===== src/rtl/iq_unpack_pkg.sv =====
`default_nettype none
// ==== iq_unpack_pkg : shared widths, FSM state type and sample quantiser -- rev 1.0 ====
package iq_unpack_pkg;

  localparam int DEF_DATA_SIZE = 32;
  localparam int DEF_BYTE_SIZE = 8;
  localparam int DEF_BITS      = 10;
  localparam int QUANT_MAX_W   = 64;

  typedef enum logic [0:0] {
    S_COLLECT = 1'b0,
    S_WRITE   = 1'b1
  } state_t;

  // Sign-extend a WIDTH-bit two's-complement value to QUANT_MAX_W bits, then shift left.
  function automatic logic [QUANT_MAX_W-1:0] quantize(input logic [QUANT_MAX_W-1:0] raw,
                                                      input int width,
                                                      input int shift);
    logic [QUANT_MAX_W-1:0] ext;
    logic [5:0]             msb;
    msb = 6'(width - 1);
    ext = raw;
    for (int i = 0; i < QUANT_MAX_W; i++) begin
      if (i >= width) ext[i] = raw[msb];
    end
    return ext << shift;
  endfunction

endpackage
`default_nettype wire


===== src/rtl/iq_unpack_if.sv =====
`default_nettype none
// ==== iq_unpack_if : byte-FIFO input, I/Q-FIFO output and control bundle -- rev 1.0 ====
interface iq_unpack_if
  import iq_unpack_pkg::*;
#(
  parameter int DATA_SIZE    = DEF_DATA_SIZE,
  parameter int BYTE_SIZE    = DEF_BYTE_SIZE,
  parameter int NUM_CHANNELS = 1
) ();

  logic                               in_empty;
  logic                               in_rd_en;
  logic [BYTE_SIZE-1:0]               data_in;
  logic                               out_full;
  logic                               out_wr_en;
  logic [NUM_CHANNELS*DATA_SIZE-1:0]  i_out;
  logic [NUM_CHANNELS*DATA_SIZE-1:0]  q_out;
  logic                               byte_swap;
  logic                               sync;
  logic [31:0]                        frame_count;

  modport slave (
    input  in_empty, data_in, out_full, byte_swap, sync,
    output in_rd_en, out_wr_en, i_out, q_out, frame_count
  );

  modport master (
    output in_empty, data_in, out_full, byte_swap, sync,
    input  in_rd_en, out_wr_en, i_out, q_out, frame_count
  );

endinterface
`default_nettype wire


===== src/rtl/iq_sample_assemble.sv =====
`default_nettype none
// ==== iq_sample_assemble : orders one component's bytes and quantises the signed value -- rev 1.0 ====
module iq_sample_assemble
  import iq_unpack_pkg::*;
#(
  parameter int DATA_SIZE    = DEF_DATA_SIZE,
  parameter int BYTE_SIZE    = DEF_BYTE_SIZE,
  parameter int SAMPLE_BYTES = 2,
  parameter int BITS         = DEF_BITS
) (
  input  logic [SAMPLE_BYTES*BYTE_SIZE-1:0] component_bytes,
  input  logic                              byte_swap,
  output logic [DATA_SIZE-1:0]              sample
);

  localparam int RAW_W = SAMPLE_BYTES * BYTE_SIZE;

  logic [RAW_W-1:0] raw;

  // component_bytes holds arrival order (first byte lowest); swap makes the first byte the MSB.
  always_comb begin
    raw = '0;
    for (int k = 0; k < SAMPLE_BYTES; k++) begin
      if (byte_swap)
        raw[(SAMPLE_BYTES-1-k)*BYTE_SIZE +: BYTE_SIZE] = component_bytes[k*BYTE_SIZE +: BYTE_SIZE];
      else
        raw[k*BYTE_SIZE +: BYTE_SIZE] = component_bytes[k*BYTE_SIZE +: BYTE_SIZE];
    end
    sample = DATA_SIZE'(quantize(QUANT_MAX_W'(raw), RAW_W, BITS));
  end

endmodule
`default_nettype wire


===== src/rtl/iq_unpack.sv =====
`default_nettype none
// ==== iq_unpack : I/Q byte-stream unpacker (collect/write FSM, frame register, frame counter) -- rev 1.0 ====
module iq_unpack
  import iq_unpack_pkg::*;
#(
  parameter int DATA_SIZE    = DEF_DATA_SIZE,
  parameter int BYTE_SIZE    = DEF_BYTE_SIZE,
  parameter int SAMPLE_BYTES = 2,
  parameter int BITS         = DEF_BITS,
  parameter int NUM_CHANNELS = 1
) (
  input  logic        clock,
  input  logic        reset,
  iq_unpack_if.slave  bus
);

  localparam int FRAME_BYTES = NUM_CHANNELS * 2 * SAMPLE_BYTES;
  localparam int COMP_W      = SAMPLE_BYTES * BYTE_SIZE;
  localparam int IDX_W       = (FRAME_BYTES > 1) ? $clog2(FRAME_BYTES) : 1;
  localparam logic [IDX_W-1:0] LAST_IDX = IDX_W'(FRAME_BYTES - 1);

  generate
    if (COMP_W > DATA_SIZE || NUM_CHANNELS < 1 || DATA_SIZE > QUANT_MAX_W) begin : g_param_check
      $fatal(1, "iq_unpack: SAMPLE_BYTES*BYTE_SIZE must fit DATA_SIZE and NUM_CHANNELS must be >= 1");
    end
  endgenerate

  state_t                          state;
  state_t                          state_n;
  logic [IDX_W-1:0]                idx;
  logic [FRAME_BYTES*BYTE_SIZE-1:0] frame;
  logic                            frame_swap;
  logic [31:0]                     frame_count;
  logic                            take;
  logic                            write;

  // Strobes are forced low while reset is asserted, independent of the state register.
  always_comb begin
    state_n = state;
    take    = 1'b0;
    write   = 1'b0;
    if (!reset) begin
      case (state)
        S_COLLECT: begin
          take = !bus.in_empty && !bus.sync;
          if (take && idx == LAST_IDX) state_n = S_WRITE;
        end
        S_WRITE: begin
          write = !bus.out_full;
          if (write) state_n = S_COLLECT;
        end
        default: state_n = S_COLLECT;
      endcase
    end
  end

  always_ff @(posedge clock or posedge reset) begin
    if (reset) begin
      state       <= S_COLLECT;
      idx         <= '0;
      frame       <= '0;
      frame_swap  <= 1'b0;
      frame_count <= '0;
    end else begin
      state <= state_n;
      if (state == S_COLLECT && bus.sync) begin
        idx <= '0;
      end else if (take) begin
        frame[idx*BYTE_SIZE +: BYTE_SIZE] <= bus.data_in;
        if (idx == LAST_IDX) begin
          idx        <= '0;
          frame_swap <= bus.byte_swap;
        end else begin
          idx <= idx + 1'b1;
        end
      end
      if (write) frame_count <= frame_count + 32'd1;
    end
  end

  assign bus.in_rd_en    = take;
  assign bus.out_wr_en   = write;
  assign bus.frame_count = frame_count;

  // Frame byte order is ch0 I, ch0 Q, ch1 I, ch1 Q, ...
  generate
    for (genvar c = 0; c < NUM_CHANNELS; c++) begin : g_chan
      iq_sample_assemble #(
        .DATA_SIZE   (DATA_SIZE),
        .BYTE_SIZE   (BYTE_SIZE),
        .SAMPLE_BYTES(SAMPLE_BYTES),
        .BITS        (BITS)
      ) u_i (
        .component_bytes(frame[(2*c)*COMP_W +: COMP_W]),
        .byte_swap      (frame_swap),
        .sample         (bus.i_out[c*DATA_SIZE +: DATA_SIZE])
      );

      iq_sample_assemble #(
        .DATA_SIZE   (DATA_SIZE),
        .BYTE_SIZE   (BYTE_SIZE),
        .SAMPLE_BYTES(SAMPLE_BYTES),
        .BITS        (BITS)
      ) u_q (
        .component_bytes(frame[(2*c+1)*COMP_W +: COMP_W]),
        .byte_swap      (frame_swap),
        .sample         (bus.q_out[c*DATA_SIZE +: DATA_SIZE])
      );
    end
  endgenerate

endmodule
`default_nettype wire


===== src/flat_wrapper.sv =====
// flat-port wrapper written by rule: the top's interface ports become plain ports
module iq_unpack_flat import iq_unpack_pkg::*;
#(
  parameter int DATA_SIZE    = DEF_DATA_SIZE,
  parameter int BYTE_SIZE    = DEF_BYTE_SIZE,
  parameter int SAMPLE_BYTES = 2,
  parameter int BITS         = DEF_BITS,
  parameter int NUM_CHANNELS = 1
)
  (clock, reset, bus_in_empty, bus_data_in, bus_out_full, bus_byte_swap, bus_sync, bus_in_rd_en, bus_out_wr_en, bus_i_out, bus_q_out, bus_frame_count);
  iq_unpack_if #(.DATA_SIZE(DATA_SIZE), .BYTE_SIZE(BYTE_SIZE), .NUM_CHANNELS(NUM_CHANNELS)) bus_i ();
  input  logic clock;
  input  logic reset;
  input wire logic [$bits(bus_i.in_empty)-1:0] bus_in_empty;
  input wire logic [$bits(bus_i.data_in)-1:0] bus_data_in;
  input wire logic [$bits(bus_i.out_full)-1:0] bus_out_full;
  input wire logic [$bits(bus_i.byte_swap)-1:0] bus_byte_swap;
  input wire logic [$bits(bus_i.sync)-1:0] bus_sync;
  output wire logic [$bits(bus_i.in_rd_en)-1:0] bus_in_rd_en;
  output wire logic [$bits(bus_i.out_wr_en)-1:0] bus_out_wr_en;
  output wire logic [$bits(bus_i.i_out)-1:0] bus_i_out;
  output wire logic [$bits(bus_i.q_out)-1:0] bus_q_out;
  output wire logic [$bits(bus_i.frame_count)-1:0] bus_frame_count;
  assign bus_i.in_empty = bus_in_empty;
  assign bus_i.data_in = bus_data_in;
  assign bus_i.out_full = bus_out_full;
  assign bus_i.byte_swap = bus_byte_swap;
  assign bus_i.sync = bus_sync;
  assign bus_in_rd_en = bus_i.in_rd_en;
  assign bus_out_wr_en = bus_i.out_wr_en;
  assign bus_i_out = bus_i.i_out;
  assign bus_q_out = bus_i.q_out;
  assign bus_frame_count = bus_i.frame_count;
  iq_unpack #(.DATA_SIZE(DATA_SIZE), .BYTE_SIZE(BYTE_SIZE), .SAMPLE_BYTES(SAMPLE_BYTES), .BITS(BITS), .NUM_CHANNELS(NUM_CHANNELS)) u_core (.clock(clock), .reset(reset), .bus(bus_i));
endmodule

===== config.mk =====
export PLATFORM = sky130hd
export DESIGN_NAME = iq_unpack_flat
export DESIGN_NICKNAME = d
export VERILOG_FILES = /design/src/rtl/iq_unpack_pkg.sv /design/src/rtl/iq_unpack_if.sv /design/src/rtl/iq_sample_assemble.sv /design/src/rtl/iq_unpack.sv /design/src/flat_wrapper.sv
export SDC_FILE = /design/constraint.sdc
export NUM_CORES = 1
export LEC_CHECK = 0
export BUFFER_PORTS_ARGS = -buffer_cell sky130_fd_sc_hd__buf_2
export CAP_MARGIN = 20
export CORE_MARGIN = 4
export CORE_UTILIZATION = 40
export DETAILED_ROUTE_END_ITERATION = 16
export PLACE_DENSITY = 0.65
export SYNTH_ARGS = -nofsm -noshare
export SYNTH_HDL_FRONTEND = slang
export SYNTH_SLANG_ARGS = --single-unit

===== constraint.sdc =====
create_clock -name clock -period 4.9 [get_ports clock]
set_clock_uncertainty 0.2 [all_clocks]
set_input_delay 0.49 -clock clock [delete_from_list [all_inputs] [get_ports clock]]
set_output_delay 0.49 -clock clock [all_outputs]
set_load 0.02 [all_outputs]

# Word level (Yosys, flattened, before mapping)
# Index checks and enable logic that the tools add are counted.
[word_totals]
ff_bits = 68
latchBits = 0
ram_bits = 0
mem_bits_ro = 0
output_inout_bits = 98
mem_count = 0
[op_classes]
addsub = 3
multipliers = 0
div_mod_pow = 0
n_lt_le_gt_ge = 0
n_eq_ne = 1
shifts = 2
muxes = 15
bitwise_logic = 2
n_reduce_logical = 9
[ops]
columns = ["cell", "count"]
rows = [
  ["$neg 5->34", 1],
  ["$shift 8x34->32 const A", 1],
  ["$shiftx 8x34->32", 1],
  ["$add 32x1->32 const B", 1],
  ["$bwmux 32", 1],
  ["$mux 8", 4],
  ["$mux 1", 6],
  ["$mux 2", 3],
  ["$logic_and 1x1->1", 3],
  ["$logic_not 1->1", 3],
  ["$reduce_and 3->1", 1],
  ["$add 2x1->2 const B", 1],
  ["$eq 2x2->1 const B", 1],
  ["$not 1->1", 2],
  ["$pmux 1 s2", 1],
  ["$reduce_and 2->1", 1],
  ["$reduce_bool 2->1", 1],
]

# Depth between registers and ports, before layout
[depth]
word_depth = 6
depth_mapped = 6

# Hierarchy
# From an unflattened synthesis, not the netlist that was laid out.
[hier_totals]
hier_cells = 358
hier_area_um2 = 3819.9
[modules_own_cells]
columns = ["mod", "instances", "cells_each", "area_each_um2", "seq_area_each_um2"]
rows = [
  ["iq_unpack", 1, 288, 3074.2, 1701.6],
  ["iq_sample_assemble", 2, 35, 372.9, 0.0],
]

# Worst setup path after synthesis
# OpenSTA, ideal clock, no wires.
[synth_timing]
path_kind = "register -> output"
from = "register u_core.frame_swap"
to = "output port bus_i_out[26]"
arrival_time_ps = 1507
t_required_ps = 4210
setup_slack_ps = 2703
stages_incl_launch_ff = 5
path_buffers = 3
path_cell_list = "dfrtp_1 > clkbuf_1 > clkbuf_1 > mux2_2 > buf_4"
[synth_between]
elab_chain_len = 1
[synth_lines]
columns = ["item", "line_no", "source"]
rows = [
  ["start: declaration", "iq_unpack.sv:32", "logic frame_swap;"],
  ["start signal: assignment", "iq_unpack.sv:72", "frame_swap <= bus.byte_swap;"],
  ["$mux 8", "iq_sample_assemble.sv:24", "if (byte_swap)"],
  ["end: declaration", "flat_wrapper.sv:21", "output wire logic [$bits(bus_i.i_out)-1:0] bus_i_out;"],
]
# Every way passes these cells.

# Worst setup path after layout
[layout_timing]
from = "input port reset"
to = "register u_core.frame_count[27], in the netlist u_core.bus.frame_count[27]"
[layout_between]
elab_chain_len = 1
[layout_lines]
columns = ["item", "line_no", "source"]
rows = [
  ["start: declaration", "flat_wrapper.sv:13", "input logic reset;"],
  ["$mux 1", "iq_unpack.sv:42", "if (!reset) begin"],
  ["end signal: assignment", "iq_unpack.sv:77", "if (write) frame_count <= frame_count + 32'd1;"],
  ["end: declaration", "iq_unpack.sv:33", "logic [31:0] frame_count;"],
]
# Every way passes these cells.
# A chain may end at the register's enable or synchronous reset.

==> metrics.md <==
| Metric | Value |
|---|---|
| CP required | 4.92 ns |
| Worst min-delay path class | input pin to flop |
| Share of layout cells above drive strength 1 | 35.0% |
| Status | finished clean |
| Period utilisation layout | 54.9% |
| Crit start category | input pin |
| Setup WS post-layout | 2.21 ns |
| Synth cell types | 30 |
| Fill cells | 849 |
| Number of global-route vias before repair | 2496 |
| Drt drc | 0 |
| Synthesized area | 3580 sq um |
| Worst setup path category | input pin to flop |
| Hpwl dp | 5330 microns |
| IO Count | 112 |
| Grt ovf | 0 |
| Port Buffers | 91 |
| Max IR drop VDD | about 0.00012 V |
| Critical Path End Type | flop |
| Antenna-violating nets left | 0 |
| First-pass GRT wire length | 12100 microns |
| Commonest non-fill, non-tap cell in the layout | buf_2 |
| Worst-Skew Late Latency | ~0.34 ns |
| Vias per inst | 4.84 |
| Htree depth | 3 |
| Die W | 103 microns |
| Pleak | 2.15 nW |
| CTS Buf Count | 9 |
| Post-DR wirelength/cell | about 14 microns |
| CTS Sinks | 68 |
| Power per cell area | 281 nW/um^2 |
| Cell count after synthesis | 345 |
| Max frequency | 371 MHz |
| # rows | 34 |
| Most frequent cells in the layout | 91 x buf_2, 68 x dfrtp_1, 66 x nand2_1, 34 x mux2_2, 28 x xnor2_1 |
| Max-slew violations | 0 |
| Worst-margin pin slew | 1.00 ns |
| CP max FO | 12 |
| CTS tree | built |
| Starting DRT DRC Count | 60 |
| Hold Vio Cnt, Final | 0 |
| Fin area | between 4000 and 5000 sq um |
| Clock Path Buffers | 2 |
| Final core utilization | between 40% and 50% |
| Synth async-reset ratio | between 90% and 100% |
| Max-cap violation count | 0 |
| Largest net degree at the start of global routing | 60 |
| Pwr Total | 1.19 mW |
| Register area share after synthesis | 47.6% |
| Area post-placement | 3980 sq um |
| Core area | 8720 sq um |
| Area delta synth->final | 17.8% |
| Synthesized area per cell | 10.4 sq um |
| Synth warnings | 0 |
| Initial antenna violation count | 0 |
| Slew HR | 33.0% |
| RSZ-0062 raised after global routing | no |
| Final Wtd Congestion | ~0.76 |
| Register bit total from synthesis | 68 |
| Root Driver | clkbuf_8 |
| DR pass1 iterations | 4 |
| Chip height | 103 microns |
| FF-to-FF path depth | 5 |
| Primary FF master, synth | dfrtp_1 |
| Data arrival, critical path | 2.72 ns |
| # setup viols final | 0 |
| Initial core utilization | 41.0% |
| Diode count | 0 |
| Fin Setup TNS | 0 ns |
| Total track usage | 14.6% |
| Total Nets Final | 449 |
| Die area | 10500 sq um |
| Total Wirelength | 7420 microns |
| EDFF count, synth | 0 |
| Post-route minimum period | 2.69 ns |
| Via count | 2621 |
| Dpl ws | 2.42 ns |
| Clk pin slew, worst setup/hold paths | around 0.09 ns |
| WHS Path Cells | 3 |
worst paths after layout:
check | startpoint | end | slack (ns)
min reg2reg | u_core.bus.frame_count[31]$_DFFE_PP0P_ | u_core.bus.frame_count[31]$_DFFE_PP0P_ | 0.27
max in group asynchronous | reset | u_core.frame[0]$_DFFE_PP0P_ | 3.03
min | bus_out_full | u_core.state$_DFFE_PP0N_ | 0.20
max | reset | u_core.bus.frame_count[27]$_DFFE_PP0P_ | 2.21
min in group asynchronous | reset | u_core.bus.frame_count[1]$_DFFE_PP0P_ | 0.47
max reg2reg | u_core.idx[0]$_DFFE_PP0P_ | u_core.frame[13]$_DFFE_PP0P_ | 2.42
logic make-up (layout without fill, tap and decap cells):
kind of cell	after synthesis	count (layout)	synth area share, %
flops	68	68	47.6
xor+xnor	31	31	7.59
simple gates	123	123	17.7
compound gates	35	35	5.74
other cells	1	20	0.105
fa+ha+maj	6	6	2.10
buf+inv	47	117	8.46
mux	34	34	10.7
where the power goes:
| group | switching [mW] | internal, mW | total, mW |
|---|---|---|---|
| Combinational | 0.0895 | 0.0448 | 0.134 |
| Clock | 0.222 | 0.236 | 0.459 |
| Sequential | 0.0149 | 0.577 | 0.592 |
| Total | 0.327 | 0.858 | 1.19 |
area by class of cell:
| class | count | area [sq um] | share of cell area (%) |
|---|---|---|---|
| Inverter | 5 | 18.8 | 0.445 |
| Timing Repair Buffer | 96 | 515 | 12.2 |
| Sequential cell | 68 | 1700 | 40.4 |
| Multi-Input combinational cell | 249 | 1640 | 39.0 |
| Clock inverter | 7 | 75.1 | 1.78 |
| Clock buffer | 9 | 124 | 2.94 |
| Tap cell | 108 | 135 | 3.21 |
metrics by stage:
step	cells	hold slack [ns]
2_1_floorplan	364	0.262
3_3_place_gp	524	0.272
3_5_place_dp	524	0.266
4_1_cts	541	0.181
5_1_grt	542	0.191
6_report	542	0.196
critical path, stage by stage:
cell and delay, ns:
dlygate4sd3_1 0.54, buf_2 0.16, or3b_1 0.46, nor3_2 0.67, nand4_1 0.21, xnor2_1 0.18
cells in the mapped netlist, types with 2 or more instances:
library cell / instances / share of area (%)
ha_1: 6 / 2.1
nor2_1: 4 / 0.42
buf_4: 33 / 6.9
mux2_2: 34 / 11
nand3_1: 11 / 1.5
o21ai_0: 27 / 3.8
and4_1: 2 / 0.49
nor4_4: 2 / 1.2
buf_2: 2 / 0.28
nand2_1: 66 / 6.9
nand4_1: 16 / 2.8
nand2b_1: 2 / 0.35
nor3_1: 4 / 0.56
xor2_1: 3 / 0.73
a22o_1: 8 / 2.0
and2_1: 5 / 0.87
and3_1: 3 / 0.52
clkbuf_1: 7 / 0.73
xnor2_1: 28 / 6.9
dfrtp_1: 68 / 48
inv_1: 5 / 0.52
state kept, by name (all words and copies together) (netlist names):
signal and cells:
u_core.state 1, u_core.frame_swap 1, u_core.idx 2, u_core.bus.frame_count 32
u_core.frame 32
repair_timing:
| item | 4_1_cts | 5_1_grt |
|---|---|---|
| gates resized for setup | 0 | 0 |
| hold buffers | 1 | 0 |
| buffers inserted | 0 | 0 |
| setup endpoints to repair | 0 | 0 |
| hold endpoints to repair | 9 | 0 |
routing by layer:
metal | vias up | share of wire (%) | global-route usage, %
li1 | 1298 | - | -
met3 | 8 | 5.6 | 2.71
met5 | - | 0 | 0
met2 | 85 | 48 | 23.4
met4 | 0 | 0.79 | 4.84
met1 | 1230 | 45 | 19.9
(Power assumes the default switching activity.)
